--- src/rtl/alu_serial_pkg.sv ---
// Shared definitions for the serial ALU: operation encodings, FSM states
// and small decode helpers used by the slice and the control logic.
package alu_serial_pkg;

    localparam logic [1:0] OP_AND = 2'b00;
    localparam logic [1:0] OP_OR  = 2'b01;
    localparam logic [1:0] OP_ADD = 2'b10;
    localparam logic [1:0] OP_SLT = 2'b11;

    typedef enum logic [1:0] {
        IDLE = 2'b00,
        RUN  = 2'b01,
        FIX  = 2'b10
    } state_t;

    // ADD and SLT both go through the adder and report carry/overflow.
    function automatic logic is_arith(input logic [1:0] op);
        return op[1];
    endfunction

endpackage

--- src/rtl/alu_slice.sv ---
// Combinational SLICE-bit ALU slice: operand inversion, and/or/ripple sum,
// operation mux, plus the carry out of and the carry into the slice MSB.
module alu_slice
    import alu_serial_pkg::*;
#(
    parameter int SLICE = 4
) (
    input  logic [SLICE-1:0] a,
    input  logic [SLICE-1:0] b,
    input  logic             ainvert,
    input  logic             binvert,
    input  logic [1:0]       operation,
    input  logic             carry_in,
    output logic [SLICE-1:0] result,
    output logic             carry_out,
    output logic             carry_msb
);

    logic [SLICE-1:0] aa;
    logic [SLICE-1:0] bb;
    logic [SLICE-1:0] sum;
    logic [SLICE:0]   c;

    always_comb begin
        aa = ainvert ? ~a : a;
        bb = binvert ? ~b : b;
        c  = '0;
        sum = '0;
        c[0] = carry_in;
        for (int i = 0; i < SLICE; i++) begin
            sum[i]   = aa[i] ^ bb[i] ^ c[i];
            c[i + 1] = (aa[i] & bb[i]) | (aa[i] & c[i]) | (bb[i] & c[i]);
        end
    end

    // SLT passes the raw sum through; its MSB becomes the Set bit in FIX.
    always_comb begin
        result = '0;
        case (operation)
            OP_AND:  result = aa & bb;
            OP_OR:   result = aa | bb;
            default: result = sum;
        endcase
    end

    assign carry_out = c[SLICE];
    assign carry_msb = c[SLICE-1];

endmodule

--- src/rtl/alu_serial.sv ---
// Multi-cycle WIDTH-bit ALU processing SLICE bits per clock through one shared
// slice. Optional Zero flag is built when ALU_SERIAL_ZERO_EN is defined.
module alu_serial
    import alu_serial_pkg::*;
#(
    parameter int WIDTH = 32,
    parameter int SLICE = 4
) (
    input  logic             Clock,
    input  logic             Reset,
    input  logic             Start,
    input  logic [WIDTH-1:0] A,
    input  logic [WIDTH-1:0] B,
    input  logic             Ainvert,
    input  logic             Binvert,
    input  logic [1:0]       Operation,
    output logic             Busy,
    output logic             Done,
    output logic [WIDTH-1:0] Result,
    output logic             Carry_out,
    output logic             Overflow,
`ifdef ALU_SERIAL_ZERO_EN
    output logic             Zero,
`endif
    output state_t           state
);

    localparam int NSLICE = WIDTH / SLICE;
    localparam int CW     = (NSLICE > 2) ? $clog2(NSLICE) : 1;
    localparam logic [CW-1:0] LAST = CW'(NSLICE - 1);

    logic [WIDTH-1:0]       a_sh;
    logic [WIDTH-1:0]       b_sh;
    logic [WIDTH-SLICE-1:0] res_sh;
    logic                   ainv_q;
    logic                   binv_q;
    logic [1:0]             op_q;
    logic                   carry_q;
    logic [CW-1:0]          cnt;
    logic                   set_q;
    logic                   ovf_q;
    logic                   cout_q;
`ifdef ALU_SERIAL_ZERO_EN
    logic [SLICE-1:0]       acc;
`endif

    logic [SLICE-1:0] slice_res;
    logic             slice_cout;
    logic             slice_cmsb;
    logic             slice_ovf;

    alu_slice #(
        .SLICE(SLICE)
    ) u_slice (
        .a         (a_sh[SLICE-1:0]),
        .b         (b_sh[SLICE-1:0]),
        .ainvert   (ainv_q),
        .binvert   (binv_q),
        .operation (op_q),
        .carry_in  (carry_q),
        .result    (slice_res),
        .carry_out (slice_cout),
        .carry_msb (slice_cmsb)
    );

    assign slice_ovf = slice_cmsb ^ slice_cout;

    // Result and flags are written only on the completing edge, so the
    // partial result lives in res_sh and never appears on Result.
    always_ff @(posedge Clock or posedge Reset) begin
        if (Reset) begin
            state     <= IDLE;
            Busy      <= 1'b0;
            Done      <= 1'b0;
            Result    <= '0;
            Carry_out <= 1'b0;
            Overflow  <= 1'b0;
            a_sh      <= '0;
            b_sh      <= '0;
            res_sh    <= '0;
            ainv_q    <= 1'b0;
            binv_q    <= 1'b0;
            op_q      <= OP_AND;
            carry_q   <= 1'b0;
            cnt       <= '0;
            set_q     <= 1'b0;
            ovf_q     <= 1'b0;
            cout_q    <= 1'b0;
`ifdef ALU_SERIAL_ZERO_EN
            acc       <= '0;
            Zero      <= 1'b0;
`endif
        end else begin
            Done <= 1'b0;
            case (state)
                IDLE: begin
                    if (Start) begin
                        a_sh    <= A;
                        b_sh    <= B;
                        ainv_q  <= Ainvert;
                        binv_q  <= Binvert;
                        op_q    <= Operation;
                        carry_q <= Binvert;
                        cnt     <= '0;
                        Busy    <= 1'b1;
                        state   <= RUN;
`ifdef ALU_SERIAL_ZERO_EN
                        acc     <= '0;
`endif
                    end
                end
                RUN: begin
                    a_sh    <= a_sh >> SLICE;
                    b_sh    <= b_sh >> SLICE;
                    res_sh  <= (WIDTH-SLICE)'({slice_res, res_sh} >> SLICE);
                    carry_q <= slice_cout;
                    cnt     <= cnt + 1'b1;
`ifdef ALU_SERIAL_ZERO_EN
                    acc     <= acc | slice_res;
`endif
                    if (cnt == LAST) begin
                        if (op_q == OP_SLT) begin
                            set_q  <= slice_res[SLICE-1];
                            ovf_q  <= slice_ovf;
                            cout_q <= slice_cout;
                            state  <= FIX;
                        end else begin
                            Result    <= {slice_res, res_sh};
                            Carry_out <= is_arith(op_q) & slice_cout;
                            Overflow  <= is_arith(op_q) & slice_ovf;
                            Done      <= 1'b1;
                            Busy      <= 1'b0;
                            state     <= IDLE;
`ifdef ALU_SERIAL_ZERO_EN
                            Zero      <= ~|(acc | slice_res);
`endif
                        end
                    end
                end
                FIX: begin
                    Result    <= {{(WIDTH-1){1'b0}}, set_q ^ ovf_q};
                    Carry_out <= cout_q;
                    Overflow  <= ovf_q;
                    Done      <= 1'b1;
                    Busy      <= 1'b0;
                    state     <= IDLE;
`ifdef ALU_SERIAL_ZERO_EN
                    Zero      <= ~(set_q ^ ovf_q);
`endif
                end
                default: begin
                    Busy  <= 1'b0;
                    state <= IDLE;
                end
            endcase
        end
    end

endmodule

--- config.mk ---
export PLATFORM = sky130hd
export DESIGN_NAME = alu_serial
export DESIGN_NICKNAME = d
export VERILOG_FILES = /design/src/rtl/alu_serial_pkg.sv /design/src/rtl/alu_slice.sv /design/src/rtl/alu_serial.sv
export SDC_FILE = /design/constraint.sdc
export NUM_CORES = 1
export LEC_CHECK = 0
export CORE_MARGIN = 4
export CORE_UTILIZATION = 35
export CTS_CLUSTER_SIZE = 16
export DETAILED_ROUTE_END_ITERATION = 8
export PLACE_DENSITY = 0.53
export REMOVE_ABC_BUFFERS = 1
export SETUP_SLACK_MARGIN = 0.3
export SLEW_MARGIN = 10
export SYNTH_ARGS = -nofsm -noshare
export SYNTH_HDL_FRONTEND = slang
export SYNTH_SLANG_ARGS = --single-unit
export TNS_END_PERCENT = 20
--- constraint.sdc ---
create_clock -name Clock -period 8.16 [get_ports Clock]
set_input_delay 2.448 -clock Clock [delete_from_list [all_inputs] [get_ports Clock]]
set_output_delay 2.448 -clock Clock [all_outputs]
set_load 0.02 [all_outputs]
==> results of run 1 <==
## final cells by class
class,instances,area [µm²],share of cell area
clock inverter,12,160,0.0195
tap,229,287,0.0349
clock buffer,20,457,0.0556
sequential,141,3530,0.430
inverter,13,53.8,0.00655
timing repair buffer,112,1110,0.135
multi-input combinational,403,2620,0.318
## metal layers
| layer | global-route usage | part of all wire | vias to the layer above |
|---|---|---|---|
| li1 | - | - | 2221 |
| met1 | 0.185 | 0.47 | 2060 |
| met2 | 0.202 | 0.46 | 98 |
| met3 | 0.0429 | 0.061 | 11 |
| met4 | 0.0435 | 0.012 | 0 |
| met5 | 0 | 0 | - |
## critical path, delay by kind of cell
| family | cells | cell delay, ps |
|---|---|---|
| and+or+nand+nor | 1 | 270 |
| AOI/OAI and AO/OA | 2 | 290 |
| buffers and inverters | 2 | 1240 |
## sequential cells by signal, indices dropped and copies added, names as in the netlist
name	count
Result	32
a_sh	32
b_sh	32
res_sh	28
cnt	3
op_q	2
state	2
Busy	1
Carry_out	1
Done	1
Overflow	1
ainv_q	1
binv_q	1
carry_q	1
cout_q	1
ovf_q	1
set_q	1
## synth_stat cells (all sizes together)
| library cell | instances |
|---|---|
| a211oi | 1 |
| a21boi | 3 |
| a21oi | 11 |
| a22o | 1 |
| a22oi | 8 |
| a31oi | 2 |
| a32o | 2 |
| and2 | 1 |
| and3 | 1 |
| buf | 24 |
| clkbuf | 15 |
| dfrtp | 141 |
| fa | 3 |
| ha | 11 |
| inv | 13 |
| mux2 | 30 |
| mux2i | 58 |
| nand2 | 132 |
| nand2b | 6 |
| nand3 | 2 |
| nand4 | 2 |
| nor2 | 7 |
| o21a | 2 |
| o21ai | 103 |
| o21bai | 1 |
| o2bb2ai | 1 |
| o31ai | 4 |
| xnor2 | 5 |
| xor2 | 6 |
## cells by family (layout without fill, tap and decap cells)
| group | after synthesis | count (layout) | share of synthesized area |
|---|---|---|---|
| AOI/OAI and AO/OA | 139 | 139 | 0.122 |
| xor gates and xnor gates | 11 | 11 | 0.0151 |
| adders and majority gates | 14 | 14 | 0.0309 |
| buffers and inverters | 52 | 157 | 0.0425 |
| DFF | 141 | 141 | 0.552 |
| muxes | 88 | 88 | 0.144 |
| and+or+nand+nor | 151 | 151 | 0.0933 |
## power groups by stage
stage / clock (mW) / combinational [mW] / sequential [mW]
6_report: 0.798 / 1.45 / 1.24
5_1_grt: 0.854 / 1.65 / 1.30
4_1_cts: 0.822 / 1.48 / 1.25
3_5_place_dp: 0 / 1.48 / 1.26
3_3_place_gp: 0 / 1.44 / 1.25
2_1_floorplan: 0 / 1.00 / 1.30
## path summary, 6_finish.rpt
kind / start / to / slack, ps / depth (start not counted)
setup / recovery: Start / a_sh[15]$_DFFE_PP0P_ / 4100 / 5
hold / removal: b_sh[17]$_DFFE_PP0P_ / b_sh[17]$_DFFE_PP0P_ / 480 / 2
setup reg to reg: binv_q$_DFFE_PP0P_ / Overflow$_DFFE_PP0P_ / 4920 / 9
hold reg to reg: b_sh[17]$_DFFE_PP0P_ / b_sh[17]$_DFFE_PP0P_ / 480 / 2
max in group asynchronous: Reset / res_sh[18]$_DFFE_PP0P_ / 4330 / 3
min in group asynchronous: Reset / Result[18]$_DFFE_PP0P_ / 2530 / 2
## metrics by stage
stage               instances  power, mW  area, µm²
CTS                       930       3.56       8210
finish                    930       3.49       8210
detailed placement        898       2.74       7590
global placement          898       2.69       7590
global route              930       3.80       8210
floorplan                 557       2.31       6170
==> impl_metrics.py, run 1 <==
metrics = {
    "grt": {
        "grt_pass1_wl_mm": 22.0,
        "antenna_found_initial": 0,
        "grt_max_degree": 118,
        "grt_pass1_vias": 4428,
        "overflow": 0,
        "grt.total_usage": 0.134,
    },
    "layout": {
        "antenna_cells": 0,
        "nets": 773,
        "area_growth_pct": 28.4,
        "layout_commonest_cell": "dfrtp_1",
        "final_cell_mix": "dfrtp_1, nand2_1, clkdlybuf4s50_1, o21ai_0, mux2i_1",
        "nFillCells": 1703,
        "drive_gt1_frac": 0.103,
        "final_util": 0.457,
    },
    "pwr": {
        "ir_drop_uv": 226,
        "p_leak_nw": 3.65,
        "p_int_mw": 2.20,
        "swShare": 0.371,
        "combPwrFrac": 0.415,
        "p_switching_mw": 1.30,
        "pwr-share-clk": 0.228,
        "power_density_mw_per_mm2": 425,
        "seqPwrFrac": 0.356,
    },
    "sta": {
        "fin_setup_tns_ps": 0,
        "min_period_ps": 4060,
        "skew_ps": 8.02,
        "setup_ws_ps": 4100,
        "setup_viol": 0,
        "slew_violations": 0,
        "timing.slew.headroom": 0.337,
        "fmax_ghz": 0.246,
        "final-hold-violation-count": 0,
        "whs_ps": 478,
        "rsz0062_at_grt": "no",
        "worst_pin_slew_ps": 994,
        "finalCritPeriodShare": 0.497,
    },
    "drt": {
        "drt-initial-drc-count": 186,
        "wire_per_inst_um": 14.0,
        "remaining_drc_errors": 0,
        "routed_wl_mm": 13.0,
        "vias_per_cell": 4.72,
        "vias": 4390,
        "drt_first_pass_iters": 4,
        "antenna_left": 0,
    },
    "setup_path": {
        "max_stage_delay_ps": 750,
        "critical_path_class": "input pin to flop",
        "critPathMaxFanout": 117,
        "worstSetupEndpointType": "flop",
        "arrival_ps": 4310,
        "crit_path_cell_trace": "clkdlybuf4s50_1, nand2b_2, o21ai_4, buf_4, o21ai_0",
        "cp-start-kind": "input pin",
        "crit_required_ps": 8410,
        "cp_slowest_cell": "buf_4",
    },
    "clock_tree": {
        "clk_pin_slew_ps": 60,
        "numCtsBuffers": 17,
        "cts_sinks": 141,
        "h-tree-depth": 4,
        "post_cts_buffers": 0,
        "cts-hold-fix-buffers": 0,
        "clock_latency_ps": 420,
        "cts_max_path_buffers": 2,
        "root_buffer": "clkbuf_16",
        "cts_tree": "done",
        "ctsResizeCount": 0,
    },
    "synth": {
        "synth_top_area_frac": 0.552,
        "synthesis.area_mm2": 0.00639,
        "yosys_register_bits": 141,
        "yosys.area.top_type": "dfrtp_1",
        "yosys-top-cells-area": "dfrtp_1, mux2i_1, nand2_1",
        "yosysWarnings": 0,
        "ys_types": 38,
        "syn_inst": 596,
        "ys_seq_area_frac": 0.552,
        "avgSynthCellArea_um2": 10.7,
    },
    "place": {
        "place_congestion": 0.765,
        "dp_hpwl_mm": 8.68,
        "port_buffers": 108,
        "place_ws_ps": 3680,
    },
    "floorplan": {
        "io_pins": 109,
        "die_y_um": 143,
        "die_area_mm2": 0.0205,
        "coreArea_mm2": 0.0180,
        "die_w_um": 143,
        "initial_utilization": 0.356,
        "fp-row-count": 49,
    },
    "min_path": {
        "hold_path_class": "flop to flop",
    },
    "run_status": {
        "status": "finished clean",
    },
    "flow_run": {
        "maxCapViolations": 0,
    },
}
No activity file was read; power rests on OpenSTA's default activity.
==> inputs of run 2 (changes only) <==
--- a/config.mk
+++ b/config.mk
@@ -9,7 +9,7 @@
 export CORE_UTILIZATION = 35
 export CTS_CLUSTER_SIZE = 16
 export DETAILED_ROUTE_END_ITERATION = 8
-export PLACE_DENSITY = 0.53
+export PLACE_DENSITY = 0.55
 export REMOVE_ABC_BUFFERS = 1
 export SETUP_SLACK_MARGIN = 0.3
 export SLEW_MARGIN = 10
==> constraint.sdc (replaced) <==
create_clock -name Clock -period 3.7 [get_ports Clock]
set_input_delay 1.11 -clock Clock [delete_from_list [all_inputs] [get_ports Clock]]
set_output_delay 1.11 -clock Clock [all_outputs]
set_load 0.02 [all_outputs]
==> impl_metrics.py, run 2 (synthesized netlist as in run 1, its figures left out) <==
metrics = {
    "run_status": {
        "status": "finished clean",
    },
    "drt": {
        "antenna_left": 0,
        "vias_per_cell": 4.76,
        "wire_per_inst_um": 14.4,
        "remaining_drc_errors": 0,
        "routed_wl_mm": 13.5,
        "drt_first_pass_iters": 4,
        "vias": 4443,
        "drt-initial-drc-count": 163,
    },
    "clock_tree": {
        "ctsResizeCount": 0,
        "root_buffer": "clkbuf_16",
        "clock_latency_ps": 420,
        "cts_max_path_buffers": 2,
        "cts-hold-fix-buffers": 0,
        "cts_sinks": 141,
        "numCtsBuffers": 17,
        "clk_pin_slew_ps": 60,
        "cts_tree": "done",
        "h-tree-depth": 4,
        "post_cts_buffers": 0,
    },
    "sta": {
        "worst_pin_slew_ps": 1060,
        "setup_viol": 0,
        "fmax_ghz": 0.313,
        "final-hold-violation-count": 0,
        "min_period_ps": 3190,
        "whs_ps": 476,
        "fin_setup_tns_ps": 0,
        "slew_violations": 0,
        "rsz0062_at_grt": "no",
        "skew_ps": 7.24,
        "setup_ws_ps": 508,
        "timing.slew.headroom": 0.292,
        "finalCritPeriodShare": 0.863,
    },
    "layout": {
        "nets": 777,
        "antenna_cells": 0,
        "final_cell_mix": "dfrtp_1, nand2_1, clkdlybuf4s50_1, o21ai_0, mux2i_1",
        "largest_registers": "Result x32, a_sh x32, b_sh x32",
        "drive_gt1_frac": 0.109,
        "nFillCells": 1687,
        "area_growth_pct": 30.6,
        "final_util": 0.465,
        "layout_commonest_cell": "dfrtp_1",
    },
    "grt": {
        "grt_pass1_vias": 4568,
        "overflow": 0,
        "grt_pass1_wl_mm": 22.4,
        "grt.total_usage": 0.138,
        "antenna_found_initial": 0,
        "grt_max_degree": 72,
    },
    "place": {
        "place_congestion": 0.825,
        "dp_hpwl_mm": 9.41,
        "port_buffers": 108,
        "place_ws_ps": 575,
    },
    "floorplan": {
        "die_area_mm2": 0.0205,
        "die_y_um": 143,
        "io_pins": 109,
        "coreArea_mm2": 0.0180,
        "die_w_um": 143,
        "fp-row-count": 49,
        "initial_utilization": 0.356,
    },
    "flow_run": {
        "maxCapViolations": 0,
    },
    "setup_path": {
        "endpoint": "Overflow$_DFFE_PP0P_",
        "reg2reg_to": "Overflow$_DFFE_PP0P_",
        "crit_required_ps": 4000,
        "critPathMaxFanout": 5,
        "cp_slowest_cell": "fa_1",
        "max_stage_delay_ps": 460,
        "critical_path_class": "flop to flop",
        "crit_path_cell_trace": "xnor2_1, o21bai_1, a21boi_0, fa_1, fa_1, fa_1, xnor2_1, o21ai_0, mux2_4",
        "r2r_cells": 9,
        "reg2reg_from": "binv_q$_DFFE_PP0P_",
        "worst_path_most_repeated_cell": "fa_1",
        "worstSetupEndpointType": "flop",
        "crit_start": "binv_q$_DFFE_PP0P_",
        "cp-start-kind": "flop",
        "rrSetupSlack_ps": 510,
        "arrival_ps": 3490,
    },
    "pwr": {
        "p_leak_nw": 3.73,
        "ir_drop_uv": 443,
        "power_density_mw_per_mm2": 960,
    },
    "min_path": {
        "hold_path_class": "flop to flop",
    },
}
-- run 2: cell types whose count changed in the layout (fill, tap and decap cells not counted), moves of 2 or more --
cell	change
buf_12	+3
bufinv_16	+3
clkbuf_8	+2
clkinv_2	+2
clkinv_4	-2
clkinvlp_4	-2
inv_6	-2
-- run 2: area by class of cell --
cell class	count	area (µm²)	share of cell area
clock buffer	21	480	0.0575
inverter	13	53.8	0.00644
tap	229	287	0.0343
multi-input combinational	403	2620	0.313
timing repair buffer	116	1180	0.141
sequential	141	3530	0.422
clock inverter	11	210	0.0252
-- run 2: worst max-delay path: cells and delay by family (launching register included) --
family,cells,cell delay [ps]
multiplexers,1,260
AO/OA/AOI/OAI,3,430
adder cells (fa/ha/maj),3,1320
XOR/XNOR,2,630
flip-flops,1,440
-- run 2: layer usage --
layer,global-route usage,wire length [µm],vias up
li1,-,-,2224
met1,0.174,6050,2093
met2,0.222,6310,110
met3,0.0486,900,16
met4,0.0500,199,0
met5,0,0,-
-- run 2: stage by stage --
| step | cell area [µm²] | cells | power, mW |
|---|---|---|---|
| after CTS | 8350 | 934 | 8.15 |
| after global placement | 7660 | 902 | 6.00 |
| after detailed placement | 7660 | 902 | 6.15 |
| after global routing | 8350 | 934 | 8.67 |
| final | 8350 | 934 | 8.02 |
| after floorplan | 6170 | 557 | 5.09 |
-- run 2: how the worst min path moves through the flow --
stage | slack [ps] | start | cells after the start | to
2_1_floorplan | 450 | a_sh[10]$_DFFE_PP0P_ | 2 | a_sh[10]$_DFFE_PP0P_
3_3_place_gp | 460 | b_sh[4]$_DFFE_PP0P_ | 2 | b_sh[4]$_DFFE_PP0P_
3_5_place_dp | 470 | a_sh[14]$_DFFE_PP0P_ | 2 | a_sh[14]$_DFFE_PP0P_
4_1_cts | 480 | a_sh[14]$_DFFE_PP0P_ | 2 | a_sh[14]$_DFFE_PP0P_
5_1_grt | 500 | Result[10]$_DFFE_PP0P_ | 2 | Result[10]$_DFFE_PP0P_
6_report | 480 | Result[15]$_DFFE_PP0P_ | 2 | Result[15]$_DFFE_PP0P_
-- run 2: report_power, final --
group	switching (mW)	internal (mW)	total (mW)
Sequential	0.474	2.28	2.75
Combinational	1.78	1.52	3.30
Clock	0.637	1.33	1.97
Total	2.89	5.13	8.02
==> inputs of run 3 (changes only) <==
--- a/config.mk
+++ b/config.mk
@@ -10,7 +10,6 @@
 export CTS_CLUSTER_SIZE = 16
 export DETAILED_ROUTE_END_ITERATION = 8
 export PLACE_DENSITY = 0.55
-export REMOVE_ABC_BUFFERS = 1
 export SETUP_SLACK_MARGIN = 0.3
 export SLEW_MARGIN = 10
 export SYNTH_ARGS = -nofsm -noshare
==> constraint.sdc (replaced) <==
create_clock -name Clock -period 3.7 [get_ports Clock]
set_input_delay 0.37 -clock Clock [delete_from_list [all_inputs] [get_ports Clock]]
set_output_delay 0.37 -clock Clock [all_outputs]
set_load 0.02 [all_outputs]
==> impl_metrics.py, run 3 (synthesized netlist as in run 1, its figures left out) <==
metrics = {
    "run_status": {
        "status": "finished clean",
    },
    "drt": {
        "drt_first_pass_iters": 4,
        "vias": 4463,
        "wire_per_inst_um": 14.8,
        "antenna_left": 0,
        "routed_wl_mm": 13.8,
        "vias_per_cell": 4.78,
        "remaining_drc_errors": 0,
        "drt-initial-drc-count": 197,
    },
    "min_path": {
        "hold_path_class": "input pin to asynchronous set/reset pin",
    },
    "pwr": {
        "power_mw": 7.83,
        "ir_drop_uv": 464,
        "p_leak_nw": 3.69,
        "power_density_mw_per_mm2": 946,
    },
    "synth": {
        "syn_nets": 681,
    },
    "sta": {
        "fin_setup_tns_ps": 0,
        "slew_violations": 0,
        "setup_viol": 0,
        "min_period_ps": 3160,
        "finalCritPeriodShare": 0.854,
        "final-hold-violation-count": 0,
        "worst_pin_slew_ps": 831,
        "timing.slew.headroom": 0.445,
        "fmax_ghz": 0.316,
        "rsz0062_at_grt": "no",
        "skew_ps": 10.4,
    },
    "setup_path": {
        "worstSetupEndpointType": "flop",
        "crit_required_ps": 4000,
        "critical_path_class": "flop to flop",
        "critPathMaxFanout": 5,
        "arrival_ps": 3460,
        "r2r_cells": 9,
        "cp-start-kind": "flop",
    },
    "clock_tree": {
        "cts-hold-fix-buffers": 0,
        "cts_sinks": 141,
        "post_cts_buffers": 0,
        "numCtsBuffers": 17,
        "cts_tree": "done",
        "ctsResizeCount": 0,
        "root_buffer": "clkbuf_16",
        "cts_max_path_buffers": 2,
        "h-tree-depth": 4,
        "clk_pin_slew_ps": 60,
        "clock_latency_ps": 420,
    },
    "place": {
        "place_congestion": 0.811,
        "dp_hpwl_mm": 9.78,
        "port_buffers": 108,
    },
    "floorplan": {
        "initial_utilization": 0.356,
        "die_y_um": 143,
        "die_area_mm2": 0.0205,
        "die_w_um": 143,
        "io_pins": 109,
        "coreArea_mm2": 0.0180,
        "fp-row-count": 49,
    },
    "grt": {
        "grt_max_degree": 97,
        "overflow": 0,
        "grt_pass1_vias": 4632,
        "grt.total_usage": 0.143,
        "antenna_found_initial": 1,
        "grt_pass1_wl_mm": 23.3,
    },
    "layout": {
        "antenna_cells": 0,
        "final_cell_mix": "dfrtp_1, nand2_1, clkdlybuf4s50_1, o21ai_0, mux2i_1",
        "largest_registers": "Result x32, a_sh x32, b_sh x32",
        "final_util": 0.461,
        "area_growth_pct": 29.4,
        "layout_commonest_cell": "dfrtp_1",
        "nets": 778,
        "drive_gt1_frac": 0.109,
    },
    "flow_run": {
        "maxCapViolations": 0,
    },
}
[run 3: changes by cell type in the layout (fill, tap and decap cells not counted), sizes merged]
cell,delta
clkbuf,-3
bufinv,-3
clkinvlp,+1
inv,+5
clkinv,-1
buf,+1
[run 3: layer usage]
metal	share of wire	wire length [µm]	up-vias	GRT usage
met5	0.00094	13	-	0
met2	0.46	6430	106	0.223
met1	0.46	6410	2123	0.192
met3	0.064	886	12	0.0509
li1	-	-	2220	-
met4	0.0077	107	2	0.0350
[run 3: stage by stage]
step	instance area [µm²]	setup slack [ps]	std cells	hold slack (ps)
3_5_place_dp	7660	561	903	471
2_1_floorplan	6400	764	596	449
5_1_grt	8280	359	934	501
4_1_cts	8280	541	934	485
6_report	8280	538	934	470
3_3_place_gp	7660	633	903	460
[run 3: worst paths after layout]
path / start / to / slack, ps
worst min register to register: a_sh[4]$_DFFE_PP0P_ / a_sh[4]$_DFFE_PP0P_ / 480
min in group Clock: a_sh[4]$_DFFE_PP0P_ / a_sh[4]$_DFFE_PP0P_ / 480
max in group asynchronous: Reset / Busy$_DFFE_PP0P_ / 2360
worst max register to register: binv_q$_DFFE_PP0P_ / Overflow$_DFFE_PP0P_ / 540
worst min-delay path: Reset / res_sh[16]$_DFFE_PP0P_ / 470
worst max-delay path: binv_q$_DFFE_PP0P_ / Overflow$_DFFE_PP0P_ / 540
[run 3: layout make-up]
class | instances | area (µm²)
clock buffers | 18 | 439
multi-input cells | 403 | 2620
inverters | 13 | 52.6
clock inverters | 13 | 180
repair buffers | 117 | 1170
flip-flops and latches | 141 | 3530
well taps | 229 | 287
fillers | 1660 | 9690
[run 3: power breakdown]
| part | internal [mW] | total [mW] | switching (mW) |
|---|---|---|---|
| Combinational | 1.49 | 3.26 | 1.77 |
| Clock | 1.09 | 1.79 | 0.700 |
| Sequential | 2.28 | 2.78 | 0.500 |
| Total | 4.86 | 7.83 | 2.97 |
[run 3: critical path: stages, from the launching register on]
cell      delay, ps
dfrtp_1         460
xnor2_1         380
o21bai_1        160
a21boi_0        160
fa_1            440
fa_1            440
fa_1            450
xnor2_1         200
o21ai_0         110
mux2_4          260
